===== src/rtl/pipe_pkg.sv =====
// Shared pipeline types and constants for the ID/EX stage and the hazard logic.
// Also provides the write-back bypass select used on the register-file operands.
package pipe_pkg;
  localparam int REG_W          = 32;
  localparam int RADDR_W        = 5;
  localparam int CTRL_W_DEFAULT = 8;

  localparam logic [RADDR_W-1:0]        ZERO_REG    = 5'd0;
  localparam logic [CTRL_W_DEFAULT-1:0] BUBBLE_CTRL = '0;

  typedef struct packed {
    logic               valid;
    logic [REG_W-1:0]   pc;
    logic [RADDR_W-1:0] rs1;
    logic [RADDR_W-1:0] rs2;
    logic [RADDR_W-1:0] rd;
    logic [REG_W-1:0]   data1;
    logic [REG_W-1:0]   data2;
    logic [REG_W-1:0]   imm;
    logic               mem_read;
    logic               reg_write;
  } ex_slot_t;

  // WB writes the register file in the same cycle ID reads it; x0 is never bypassed.
  function automatic logic [REG_W-1:0] wb_bypass(
    input logic               we,
    input logic [RADDR_W-1:0] wb_rd,
    input logic [REG_W-1:0]   wb_data,
    input logic [RADDR_W-1:0] rs,
    input logic [REG_W-1:0]   rf_data
  );
    return (we && (wb_rd != ZERO_REG) && (wb_rd == rs)) ? wb_data : rf_data;
  endfunction
endpackage


===== src/rtl/id_ex_stage_if.sv =====
// ID/EX stage bus: ID-side inputs, WB bypass, flush, and the registered EX slot.
// The slave modport is the stage itself; master is whatever drives ID and consumes EX.
interface id_ex_stage_if #(
  parameter int CTRL_W = pipe_pkg::CTRL_W_DEFAULT,
  parameter int CNT_W  = 16
);
  logic              id_valid;
  logic [31:0]       id_pc;
  logic [4:0]        id_rs1;
  logic [4:0]        id_rs2;
  logic [4:0]        id_rd;
  logic              id_use_rs1;
  logic              id_use_rs2;
  logic [31:0]       id_data1;
  logic [31:0]       id_data2;
  logic [31:0]       id_imm;
  logic              id_mem_read;
  logic              id_reg_write;
  logic [CTRL_W-1:0] id_ctrl;
  logic              wb_we;
  logic [4:0]        wb_rd;
  logic [31:0]       wb_data;
  logic              flush;

  logic              stall;
  logic              ex_valid;
  logic [31:0]       ex_pc;
  logic [4:0]        ex_rs1;
  logic [4:0]        ex_rs2;
  logic [4:0]        ex_rd;
  logic [31:0]       ex_data1;
  logic [31:0]       ex_data2;
  logic [31:0]       ex_imm;
  logic              ex_mem_read;
  logic              ex_reg_write;
  logic [CTRL_W-1:0] ex_ctrl;
  logic [CNT_W-1:0]  stall_cnt;
  logic [CNT_W-1:0]  flush_cnt;

  modport master (
    output id_valid, id_pc, id_rs1, id_rs2, id_rd, id_use_rs1, id_use_rs2,
           id_data1, id_data2, id_imm, id_mem_read, id_reg_write, id_ctrl,
           wb_we, wb_rd, wb_data, flush,
    input  stall, ex_valid, ex_pc, ex_rs1, ex_rs2, ex_rd, ex_data1, ex_data2,
           ex_imm, ex_mem_read, ex_reg_write, ex_ctrl, stall_cnt, flush_cnt
  );

  modport slave (
    input  id_valid, id_pc, id_rs1, id_rs2, id_rd, id_use_rs1, id_use_rs2,
           id_data1, id_data2, id_imm, id_mem_read, id_reg_write, id_ctrl,
           wb_we, wb_rd, wb_data, flush,
    output stall, ex_valid, ex_pc, ex_rs1, ex_rs2, ex_rd, ex_data1, ex_data2,
           ex_imm, ex_mem_read, ex_reg_write, ex_ctrl, stall_cnt, flush_cnt
  );
endinterface


===== src/rtl/id_ex_stage_hazard_detect.sv =====
// Load-use hazard detector: a load sitting in EX whose rd is read by the ID instruction.
// Flush suppresses the stall because the ID instruction is being killed anyway.
module hazard_detect
  import pipe_pkg::*;
(
  input  logic               ex_valid_i,
  input  logic               ex_mem_read_i,
  input  logic [RADDR_W-1:0] ex_rd_i,
  input  logic               id_valid_i,
  input  logic               id_use_rs1_i,
  input  logic [RADDR_W-1:0] id_rs1_i,
  input  logic               id_use_rs2_i,
  input  logic [RADDR_W-1:0] id_rs2_i,
  input  logic               flush_i,
  output logic               hz_o,
  output logic               stall_o
);
  logic src_match;

  assign src_match = (id_use_rs1_i && (id_rs1_i == ex_rd_i)) ||
                     (id_use_rs2_i && (id_rs2_i == ex_rd_i));

  assign hz_o    = ex_valid_i && ex_mem_read_i && (ex_rd_i != ZERO_REG) &&
                   id_valid_i && src_match;
  assign stall_o = hz_o && !flush_i;
endmodule


===== src/rtl/id_ex_stage.sv =====
// ID/EX pipeline register with load-use bubble insertion, WB bypass and flush.
// Saturating stall/flush event counters are kept here for debug display.
module id_ex_stage
  import pipe_pkg::*;
#(
  parameter int CTRL_W = CTRL_W_DEFAULT,
  parameter int CNT_W  = 16
) (
  input  logic         clk,
  input  logic         rst,
  id_ex_stage_if.slave bus
);
  ex_slot_t          ex_q, ex_d;
  logic [CTRL_W-1:0] ctrl_q, ctrl_d;
  logic [CNT_W-1:0]  stall_cnt_q, stall_cnt_d;
  logic [CNT_W-1:0]  flush_cnt_q, flush_cnt_d;
  logic              hz;
  logic              stall;
  logic [REG_W-1:0]  op1, op2;

  hazard_detect u_hazard_detect (
    .ex_valid_i    (ex_q.valid),
    .ex_mem_read_i (ex_q.mem_read),
    .ex_rd_i       (ex_q.rd),
    .id_valid_i    (bus.id_valid),
    .id_use_rs1_i  (bus.id_use_rs1),
    .id_rs1_i      (bus.id_rs1),
    .id_use_rs2_i  (bus.id_use_rs2),
    .id_rs2_i      (bus.id_rs2),
    .flush_i       (bus.flush),
    .hz_o          (hz),
    .stall_o       (stall)
  );

  assign op1 = wb_bypass(bus.wb_we, bus.wb_rd, bus.wb_data, bus.id_rs1, bus.id_data1);
  assign op2 = wb_bypass(bus.wb_we, bus.wb_rd, bus.wb_data, bus.id_rs2, bus.id_data2);

  // Bubbles zero only the control side; data/PC fields simply hold.
  always_comb begin
    ex_d        = ex_q;
    ctrl_d      = ctrl_q;
    stall_cnt_d = stall_cnt_q;
    flush_cnt_d = flush_cnt_q;
    if (bus.flush) begin
      ex_d.valid     = 1'b0;
      ex_d.mem_read  = 1'b0;
      ex_d.reg_write = 1'b0;
      ctrl_d         = CTRL_W'(BUBBLE_CTRL);
      if (!(&flush_cnt_q)) flush_cnt_d = flush_cnt_q + CNT_W'(1);
    end else if (hz) begin
      ex_d.valid     = 1'b0;
      ex_d.mem_read  = 1'b0;
      ex_d.reg_write = 1'b0;
      ctrl_d         = CTRL_W'(BUBBLE_CTRL);
      if (!(&stall_cnt_q)) stall_cnt_d = stall_cnt_q + CNT_W'(1);
    end else begin
      ex_d.valid     = bus.id_valid;
      ex_d.pc        = bus.id_pc;
      ex_d.rs1       = bus.id_rs1;
      ex_d.rs2       = bus.id_rs2;
      ex_d.rd        = bus.id_rd;
      ex_d.data1     = op1;
      ex_d.data2     = op2;
      ex_d.imm       = bus.id_imm;
      ex_d.mem_read  = bus.id_valid && bus.id_mem_read;
      ex_d.reg_write = bus.id_valid && bus.id_reg_write;
      ctrl_d         = bus.id_valid ? bus.id_ctrl : CTRL_W'(BUBBLE_CTRL);
    end
  end

  always_ff @(posedge clk or negedge rst) begin
    if (!rst) begin
      ex_q        <= '0;
      ctrl_q      <= '0;
      stall_cnt_q <= '0;
      flush_cnt_q <= '0;
    end else begin
      ex_q        <= ex_d;
      ctrl_q      <= ctrl_d;
      stall_cnt_q <= stall_cnt_d;
      flush_cnt_q <= flush_cnt_d;
    end
  end

  assign bus.stall        = stall;
  assign bus.ex_valid     = ex_q.valid;
  assign bus.ex_pc        = ex_q.pc;
  assign bus.ex_rs1       = ex_q.rs1;
  assign bus.ex_rs2       = ex_q.rs2;
  assign bus.ex_rd        = ex_q.rd;
  assign bus.ex_data1     = ex_q.data1;
  assign bus.ex_data2     = ex_q.data2;
  assign bus.ex_imm       = ex_q.imm;
  assign bus.ex_mem_read  = ex_q.mem_read;
  assign bus.ex_reg_write = ex_q.reg_write;
  assign bus.ex_ctrl      = ctrl_q;
  assign bus.stall_cnt    = stall_cnt_q;
  assign bus.flush_cnt    = flush_cnt_q;
endmodule


===== src/flat_wrapper.sv =====
// flat-port wrapper written by rule: the top's interface ports become plain ports
module id_ex_stage_flat import pipe_pkg::*;
#(
  parameter int CTRL_W = CTRL_W_DEFAULT,
  parameter int CNT_W  = 16
)
  (clk, rst, bus_id_valid, bus_id_pc, bus_id_rs1, bus_id_rs2, bus_id_rd, bus_id_use_rs1, bus_id_use_rs2, bus_id_data1, bus_id_data2, bus_id_imm, bus_id_mem_read, bus_id_reg_write, bus_id_ctrl, bus_wb_we, bus_wb_rd, bus_wb_data, bus_flush, bus_stall, bus_ex_valid, bus_ex_pc, bus_ex_rs1, bus_ex_rs2, bus_ex_rd, bus_ex_data1, bus_ex_data2, bus_ex_imm, bus_ex_mem_read, bus_ex_reg_write, bus_ex_ctrl, bus_stall_cnt, bus_flush_cnt);
  id_ex_stage_if #(.CTRL_W(CTRL_W), .CNT_W(CNT_W)) bus_i ();
  input  logic clk;
  input  logic rst;
  input wire logic [$bits(bus_i.id_valid)-1:0] bus_id_valid;
  input wire logic [$bits(bus_i.id_pc)-1:0] bus_id_pc;
  input wire logic [$bits(bus_i.id_rs1)-1:0] bus_id_rs1;
  input wire logic [$bits(bus_i.id_rs2)-1:0] bus_id_rs2;
  input wire logic [$bits(bus_i.id_rd)-1:0] bus_id_rd;
  input wire logic [$bits(bus_i.id_use_rs1)-1:0] bus_id_use_rs1;
  input wire logic [$bits(bus_i.id_use_rs2)-1:0] bus_id_use_rs2;
  input wire logic [$bits(bus_i.id_data1)-1:0] bus_id_data1;
  input wire logic [$bits(bus_i.id_data2)-1:0] bus_id_data2;
  input wire logic [$bits(bus_i.id_imm)-1:0] bus_id_imm;
  input wire logic [$bits(bus_i.id_mem_read)-1:0] bus_id_mem_read;
  input wire logic [$bits(bus_i.id_reg_write)-1:0] bus_id_reg_write;
  input wire logic [$bits(bus_i.id_ctrl)-1:0] bus_id_ctrl;
  input wire logic [$bits(bus_i.wb_we)-1:0] bus_wb_we;
  input wire logic [$bits(bus_i.wb_rd)-1:0] bus_wb_rd;
  input wire logic [$bits(bus_i.wb_data)-1:0] bus_wb_data;
  input wire logic [$bits(bus_i.flush)-1:0] bus_flush;
  output wire logic [$bits(bus_i.stall)-1:0] bus_stall;
  output wire logic [$bits(bus_i.ex_valid)-1:0] bus_ex_valid;
  output wire logic [$bits(bus_i.ex_pc)-1:0] bus_ex_pc;
  output wire logic [$bits(bus_i.ex_rs1)-1:0] bus_ex_rs1;
  output wire logic [$bits(bus_i.ex_rs2)-1:0] bus_ex_rs2;
  output wire logic [$bits(bus_i.ex_rd)-1:0] bus_ex_rd;
  output wire logic [$bits(bus_i.ex_data1)-1:0] bus_ex_data1;
  output wire logic [$bits(bus_i.ex_data2)-1:0] bus_ex_data2;
  output wire logic [$bits(bus_i.ex_imm)-1:0] bus_ex_imm;
  output wire logic [$bits(bus_i.ex_mem_read)-1:0] bus_ex_mem_read;
  output wire logic [$bits(bus_i.ex_reg_write)-1:0] bus_ex_reg_write;
  output wire logic [$bits(bus_i.ex_ctrl)-1:0] bus_ex_ctrl;
  output wire logic [$bits(bus_i.stall_cnt)-1:0] bus_stall_cnt;
  output wire logic [$bits(bus_i.flush_cnt)-1:0] bus_flush_cnt;
  assign bus_i.id_valid = bus_id_valid;
  assign bus_i.id_pc = bus_id_pc;
  assign bus_i.id_rs1 = bus_id_rs1;
  assign bus_i.id_rs2 = bus_id_rs2;
  assign bus_i.id_rd = bus_id_rd;
  assign bus_i.id_use_rs1 = bus_id_use_rs1;
  assign bus_i.id_use_rs2 = bus_id_use_rs2;
  assign bus_i.id_data1 = bus_id_data1;
  assign bus_i.id_data2 = bus_id_data2;
  assign bus_i.id_imm = bus_id_imm;
  assign bus_i.id_mem_read = bus_id_mem_read;
  assign bus_i.id_reg_write = bus_id_reg_write;
  assign bus_i.id_ctrl = bus_id_ctrl;
  assign bus_i.wb_we = bus_wb_we;
  assign bus_i.wb_rd = bus_wb_rd;
  assign bus_i.wb_data = bus_wb_data;
  assign bus_i.flush = bus_flush;
  assign bus_stall = bus_i.stall;
  assign bus_ex_valid = bus_i.ex_valid;
  assign bus_ex_pc = bus_i.ex_pc;
  assign bus_ex_rs1 = bus_i.ex_rs1;
  assign bus_ex_rs2 = bus_i.ex_rs2;
  assign bus_ex_rd = bus_i.ex_rd;
  assign bus_ex_data1 = bus_i.ex_data1;
  assign bus_ex_data2 = bus_i.ex_data2;
  assign bus_ex_imm = bus_i.ex_imm;
  assign bus_ex_mem_read = bus_i.ex_mem_read;
  assign bus_ex_reg_write = bus_i.ex_reg_write;
  assign bus_ex_ctrl = bus_i.ex_ctrl;
  assign bus_stall_cnt = bus_i.stall_cnt;
  assign bus_flush_cnt = bus_i.flush_cnt;
  id_ex_stage #(.CTRL_W(CTRL_W), .CNT_W(CNT_W)) u_core (.clk(clk), .rst(rst), .bus(bus_i));
endmodule

===== config.mk =====
export PLATFORM = sky130hd
export DESIGN_NAME = id_ex_stage_flat
export DESIGN_NICKNAME = d
export VERILOG_FILES = /design/src/rtl/pipe_pkg.sv /design/src/rtl/id_ex_stage_if.sv /design/src/rtl/id_ex_stage_hazard_detect.sv /design/src/rtl/id_ex_stage.sv /design/src/flat_wrapper.sv
export SDC_FILE = /design/constraint.sdc
export NUM_CORES = 1
export LEC_CHECK = 0
export ABC_AREA = 1
export BUFFER_PORTS_ARGS = -buffer_cell sky130_fd_sc_hd__buf_2
export CAP_MARGIN = 20
export CORE_ASPECT_RATIO = 0.7
export CORE_MARGIN = 3
export CORE_UTILIZATION = 44
export CTS_CLUSTER_DIAMETER = 150
export DETAILED_ROUTE_END_ITERATION = 6
export PLACE_DENSITY_LB_ADDON = 0.3
export SLEW_MARGIN = 20
export SYNTH_ARGS = -nofsm -noshare
export SYNTH_HDL_FRONTEND = slang
export SYNTH_SLANG_ARGS = --single-unit

===== constraint.sdc =====
create_clock -name clk -period 1.7 [get_ports clk]
set_input_delay 0.17 -clock clk [delete_from_list [all_inputs] [get_ports clk]]
set_output_delay 0.17 -clock clk [all_outputs]
set_load 0.01 [all_outputs]

After elaboration in Yosys (flattened, before gate mapping)
Index checks and enable logic that the tools add are counted.
W data, S select, Z words.

operators by class
  add/sub/neg operators = 2
  equality and inequality tests = 4
  muxes and demuxes = 9
  bitwise logic cells = 4
  reductions and logical operators = 21

operators by type and width
  kind                     number
  $mux W32                 2
  $add A16 B1 Y16 const B  2
  $reduce_and A16 Y1       2
  $mux W8                  3
  $eq A5 B5 Y1             4
  $logic_and A1 B1 Y1      12
  $reduce_bool A5 Y1       2
  $mux W2                  2
  $not A1 Y1               4
  $reduce_and A2 Y1        2
  $reduce_and A3 Y1        1
  $mux W1                  2
  $logic_not A1 Y1         1
  $logic_or A1 B1 Y1       1

storage, ports and cells
  register bits = 186
  bits of input ports = 197
  output and inout bits = 187

Depth between registers and ports, before layout
  word-level depth = 6
  mapped depth = 12

Hierarchy
Synthesis repeated with hierarchy kept, for this count alone.

second synthesis, totals
  cells, all modules = 1225
  area total of the unflattened synthesis = 9161.3 µm²

modules (own cells, without submodules)
  module         times used  cells each  area each (µm²)  seq. area each (µm²)
  id_ex_stage    1           1165        8921.1           4654.5
  hazard_detect  1           60          240.2            0.0

Least setup slack after synthesis
No wires, ideal clock.

  path type = register to register
  start = reg u_core.stall_cnt_q[0], in the netlist u_core.bus.stall_cnt[0]
  end = reg u_core.stall_cnt_q[9], in the netlist u_core.bus.stall_cnt[9]
  setup time = 116 ps
  data arrival time = 1608 ps
  required time = 1584 ps
  setup slack = -24 ps
  stages on the path, launching flop included = 11
  buffers on the path = 1
  period minus slack after synthesis = 1724 ps
  cell sequence = dfrtp_1 > ha_1 > nand3_1 > inv_1 > nand2_1 > nor2_1 > a21oi_1 > nand3_1 > buf_2 > nand2_1 > nand2_1

between the ends
  cells in the longest elaborated chain, start to end = 3
  elaborated cells on any way between the ends = 4
  those cells by class = add/sub (1); bitwise (1); reduce/logical (2)

ends and longest elaborated chain
  element                                                  RTL line           source
  start: declaration                                       id_ex_stage.sv:15  logic [CNT_W-1:0] stall_cnt_q, stall_cnt_d;
  start signal: assignment                                 id_ex_stage.sv:80  stall_cnt_q <= stall_cnt_d;
  branches (longest 3 deep; another with $add A16 B1 Y16)  n/a

Parallel ways; which one is timed is not known.
A chain may end at the register's enable or synchronous reset.

Worst setup path after layout
  start = reg u_core.ex_q (netlist bit u_core.bus.ex_rd[0])
  end = reg u_core.ex_q (netlist bit u_core.bus.ex_data2[30])

between the ends
  cells in the longest elaborated chain, start to end = 6
  elaborated cells on any way between the ends = 11
  those cells by class = eq/ne (2); bitwise (1); reduce/logical (8)

ends and longest elaborated chain
  element                                                           RTL line                                                                                           source
  start: declaration                                                id_ex_stage.sv:13                                                                                  ex_slot_t ex_q, ex_d;
  start signal: assignment                                          id_ex_stage.sv:73                                                                                  ex_q <= '0;
  start signal: assignment                                          id_ex_stage.sv:78                                                                                  ex_q <= ex_d;
  $eq A5 B5 Y1 (tied with other cells)                              id_ex_stage_hazard_detect.sv:20                                                                    assign src_match = (id_use_rs1_i && (id_rs1_i == ex_rd_i)) ||
  $logic_and A1 B1 Y1 (on tied branches)                            id_ex_stage_hazard_detect.sv:20, id_ex_stage_hazard_detect.sv:21, id_ex_stage_hazard_detect.sv:23
  $logic_or A1 B1 Y1 / $logic_and A1 B1 Y1 (equally long branches)  id_ex_stage_hazard_detect.sv:20, id_ex_stage_hazard_detect.sv:23
  $logic_and A1 B1 Y1 *                                             id_ex_stage_hazard_detect.sv:24                                                                    id_valid_i && src_match;
  $not A1 Y1 (no source line) *                                     n/a
  $reduce_and A2 Y1 (no source line) *                              n/a

Mark *: on every way between the ends. The rest lies on a longest branch, timed or not.

==> flow_summary.yaml <==
synth:
  yosys_register_bits: 186
  mappedNetlistNets: 1399
  avgSynthCellArea_sq_um: 7.585
  mappedNetlistArea_sq_um: 9102
  yosysSeqAreaShare_pct: 51.13
  yosysWarnings: 0
  netlist_instances: 1200
  synth.lib_cells_used.distinct: 26
timing:
  fmax_ghz: 0.5234
  worstMarginPinSlew_ps: 552.7
  rsz0062_at_grt: "yes"
  hold_violations: 0
  min_period_ps: 1910
  setup_ws_ps: -210.4
  fin_crit_sh_pct: 112.4
  worst_clock_skew_ps: 15.01
  timing.final.max_slew_violations: 0
  max-slew-margin-rel_pct: 63.15
  fin_hold_ws_ps: 23.63
  setup_failing_eps_final: 166
final_layout:
  layout_cells_sized_above_1_pct: 33.74
  nNetsFinal: 1923
  areaGrowthSynthToFinish_pct: 55.19
  fillers: 1608
detailed_routing:
  wire_per_inst_microns: 17.34
  drt_first_iter_violations: 806
  viasPerCell: 5.130
  drt_drc_violations_left: 0
  antenna_violating_nets_post_route: 0
  detail_route.first_pass.iterations: 5
  vias: 10310
  drt-total-wl_mm: 34.84
placed_design:
  place.port_buffers: 383
  placement.setup.worst_slack_ps: 2.625
  place.detailed.hpwl_mm: 21.75
  place.gp.congestion: 0.8946
power:
  post-layout-total-power_mw: 11.72
  cellPowerDensity_nw_per_um2: 829.3
  vdd_ir_drop_max_mv: 0.6164
  power.static_leakage_nw: 7.974
clock_network:
  htreeDepth: 4
  number_of_buffers_between_clock_root_and_the_deepest_sink: 2
  worst_setup_hold_path_clk_slew_ps: 80
  cts.root.buffer_cell: "sky130_fd_sc_hd__clkbuf_16"
  cts_tree: "yes"
  clock_insertion_delay_worst_skew_ps: 430
  clkSinkCount: 186
  tritoncts.num_buffers: 17
die:
  dieHeight_microns: 126.3
  area_inside_the_core_boundary_sq_um: 20070
  num_rows: 43
  floorplan.io_pins: 384
  die_area_sq_um: 22480
  floorplan.initialDensity_pct: 45.36
  dieWidth_microns: 177.9
grt:
  track_usage_pct: 27.18
  grt_antenna_before_repair: 3
  grt_remaining_overflow: 0
  grt_start_max_net_pins: 52
  first_global_vias: 9485
  global_route_wire_length_before_repair_mm: 48.67
worst_setup_path:
  crit_path_end_kind: "flop"
  critical_path_arrival_ps: 2230
  cp_data_required_time_ps: 2020
  crit_path_max_fanout: 6
  ff2ff_setup_slack_ps: -210
  start_kind: "flop"
  crit_type: "flop to flop"
status:
  failed_checks: "negative setup slack"
  status: "finished, violations left"
hold_path:
  hold_class: "input port to flop"
flow_run:
  drv_cap: 0
kinds of logic after synthesis:
kind of cell               count (synthesis)  synth area share (%)
and+or+nand+nor                          859                 39.02
xor gates and xnor gates                  33                 3.175
buffers and inverters                    109                 5.636
AOI/OAI and AO/OA                         11                0.7561
DFF                                      186                 51.13
adders and majority gates                  2                0.2749
critical path, cell delays in order, from the launching register on:
cell                        delay, ps
sky130_fd_sc_hd__dfrtp_1          410
sky130_fd_sc_hd__inv_2            100
sky130_fd_sc_hd__nand4_1          120
sky130_fd_sc_hd__o21bai_1         190
sky130_fd_sc_hd__inv_2             90
sky130_fd_sc_hd__nand2_4           90
sky130_fd_sc_hd__buf_4            140
sky130_fd_sc_hd__buf_12           150
sky130_fd_sc_hd__nand2_8          100
sky130_fd_sc_hd__buf_12           180
sky130_fd_sc_hd__clkbuf_16        140
sky130_fd_sc_hd__nand2_1           50
sky130_fd_sc_hd__nand2_1           60
worst paths after layout:
check,startpoint,to,cells after the start
setup / recovery,u_core.bus.ex_rd[0],u_core.bus.ex_data2[30],12
hold / removal,bus_id_data1[14],u_core.bus.ex_data1[14],5
setup reg to reg,u_core.bus.ex_rd[0],u_core.bus.ex_data2[30],12
hold reg to reg,u_core.bus.ex_imm[30],u_core.bus.ex_imm[30],2
max in group asynchronous,rst,u_core.bus.stall_cnt[12],3
min in group asynchronous,rst,u_core.bus.ex_data1[29],2
synthesized netlist by cell type:
cell type	count	area, sq um
sky130_fd_sc_hd__nor2_1	52	195.2
sky130_fd_sc_hd__ha_1	2	25.02
sky130_fd_sc_hd__o21bai_1	1	7.510
sky130_fd_sc_hd__nor2_8	1	20.02
sky130_fd_sc_hd__buf_4	1	7.510
sky130_fd_sc_hd__nand3_1	144	720.7
sky130_fd_sc_hd__xor2_1	18	157.7
sky130_fd_sc_hd__inv_1	33	123.9
sky130_fd_sc_hd__nand2_1	611	2293
sky130_fd_sc_hd__nand4_1	38	237.7
sky130_fd_sc_hd__nand3b_1	3	22.52
sky130_fd_sc_hd__buf_6	8	90.09
sky130_fd_sc_hd__dfrtp_1	186	4654
sky130_fd_sc_hd__a21oi_1	1	5.000
sky130_fd_sc_hd__nor3b_1	1	7.510
sky130_fd_sc_hd__inv_2	9	33.78
sky130_fd_sc_hd__nor3_2	1	10.01
sky130_fd_sc_hd__buf_2	32	160.2
sky130_fd_sc_hd__buf_1	10	37.54
sky130_fd_sc_hd__nand2_2	4	25.02
sky130_fd_sc_hd__a21oi_4	1	16.27
sky130_fd_sc_hd__nor3_1	4	20.02
sky130_fd_sc_hd__xnor2_1	15	131.4
sky130_fd_sc_hd__o21ai_1	6	30.03
sky130_fd_sc_hd__clkbuf_1	16	60.06
sky130_fd_sc_hd__o21ai_0	2	10.01
flip-flops by register name (all words and copies together), names as in the netlist:
register and cells:
u_core.bus.ex_data1 32, u_core.bus.ex_data2 32, u_core.bus.ex_imm 32, u_core.bus.ex_pc 32, u_core.bus.flush_cnt 16, u_core.bus.stall_cnt 16, u_core.bus.ex_ctrl 8, u_core.bus.ex_rd 5
u_core.bus.ex_rs1 5, u_core.bus.ex_rs2 5, u_core.bus.ex_mem_read 1, u_core.bus.ex_reg_write 1, u_core.bus.ex_valid 1
cell type report:
type	instances	area (sq um)	share of cell area, %
diodes	2	5.005	0.03543
clock buffers	19	452.9	3.206
clock inverters	13	130.1	0.9212
flip-flops and latches	186	4657	32.97
well taps	270	337.8	2.392
inverters	42	157.7	1.116
repair buffers	566	4190	29.66
multi-input cells	911	4195	29.70
report_power, final:
| group | switching (mW) | internal, mW | leakage (nW) |
|---|---|---|---|
| combinational | 1.47 | 1.18 | 5.37 |
| sequential | 0.285 | 4.84 | 2.32 |
| clock | 1.92 | 2.02 | 0.284 |
through the flow:
stage | util, % | instances | instance area (sq um) | setup TNS, ps
2_1_floorplan | - | 1200 | 9112 | 0
3_5_place_dp | 57.76 | 1838 | 11590 | 0
3_3_place_gp | 57.76 | 1838 | 11590 | 0
4_1_cts | 65.24 | 1959 | 13090 | -166.0
5_1_grt | 70.37 | 2007 | 14120 | -37580
6_report | 70.39 | 2009 | 14130 | -23260
timing repair:
item                                   4_1_cts  5_1_grt
setup endpoints to repair                    8      165
gates cloned                                 1       32
setup buffers                                8       16
hold buffers                                80        0
resized for setup                            5       67
pin swaps                                    4       30
endpoints found under the hold margin      124        0
routing by layer:
metal | global-route usage [%] | up-vias | wire (microns)
li1 | - | 4859 | -
met1 | 35.67 | 4838 | 14540
met2 | 43.09 | 521 | 16030
met3 | 7.690 | 85 | 3228
met4 | 10.06 | 4 | 1023
met5 | 0 | - | 23
placed cells by master (no fill, tap or decap), types with 15 or more instances in the layout:
cell	instances
sky130_fd_sc_hd__nand2_2	26
sky130_fd_sc_hd__dfrtp_1	184
sky130_fd_sc_hd__clkbuf_16	34
sky130_fd_sc_hd__xnor2_1	15
sky130_fd_sc_hd__buf_4	48
sky130_fd_sc_hd__dlygate4sd3_1	80
sky130_fd_sc_hd__nor2_1	46
sky130_fd_sc_hd__buf_12	21
sky130_fd_sc_hd__nand2_1	587
sky130_fd_sc_hd__inv_1	30
sky130_fd_sc_hd__nand3_1	134
sky130_fd_sc_hd__nand4_1	38
sky130_fd_sc_hd__xor2_1	18
sky130_fd_sc_hd__buf_2	381
Power figures use the tool's default switching activity.
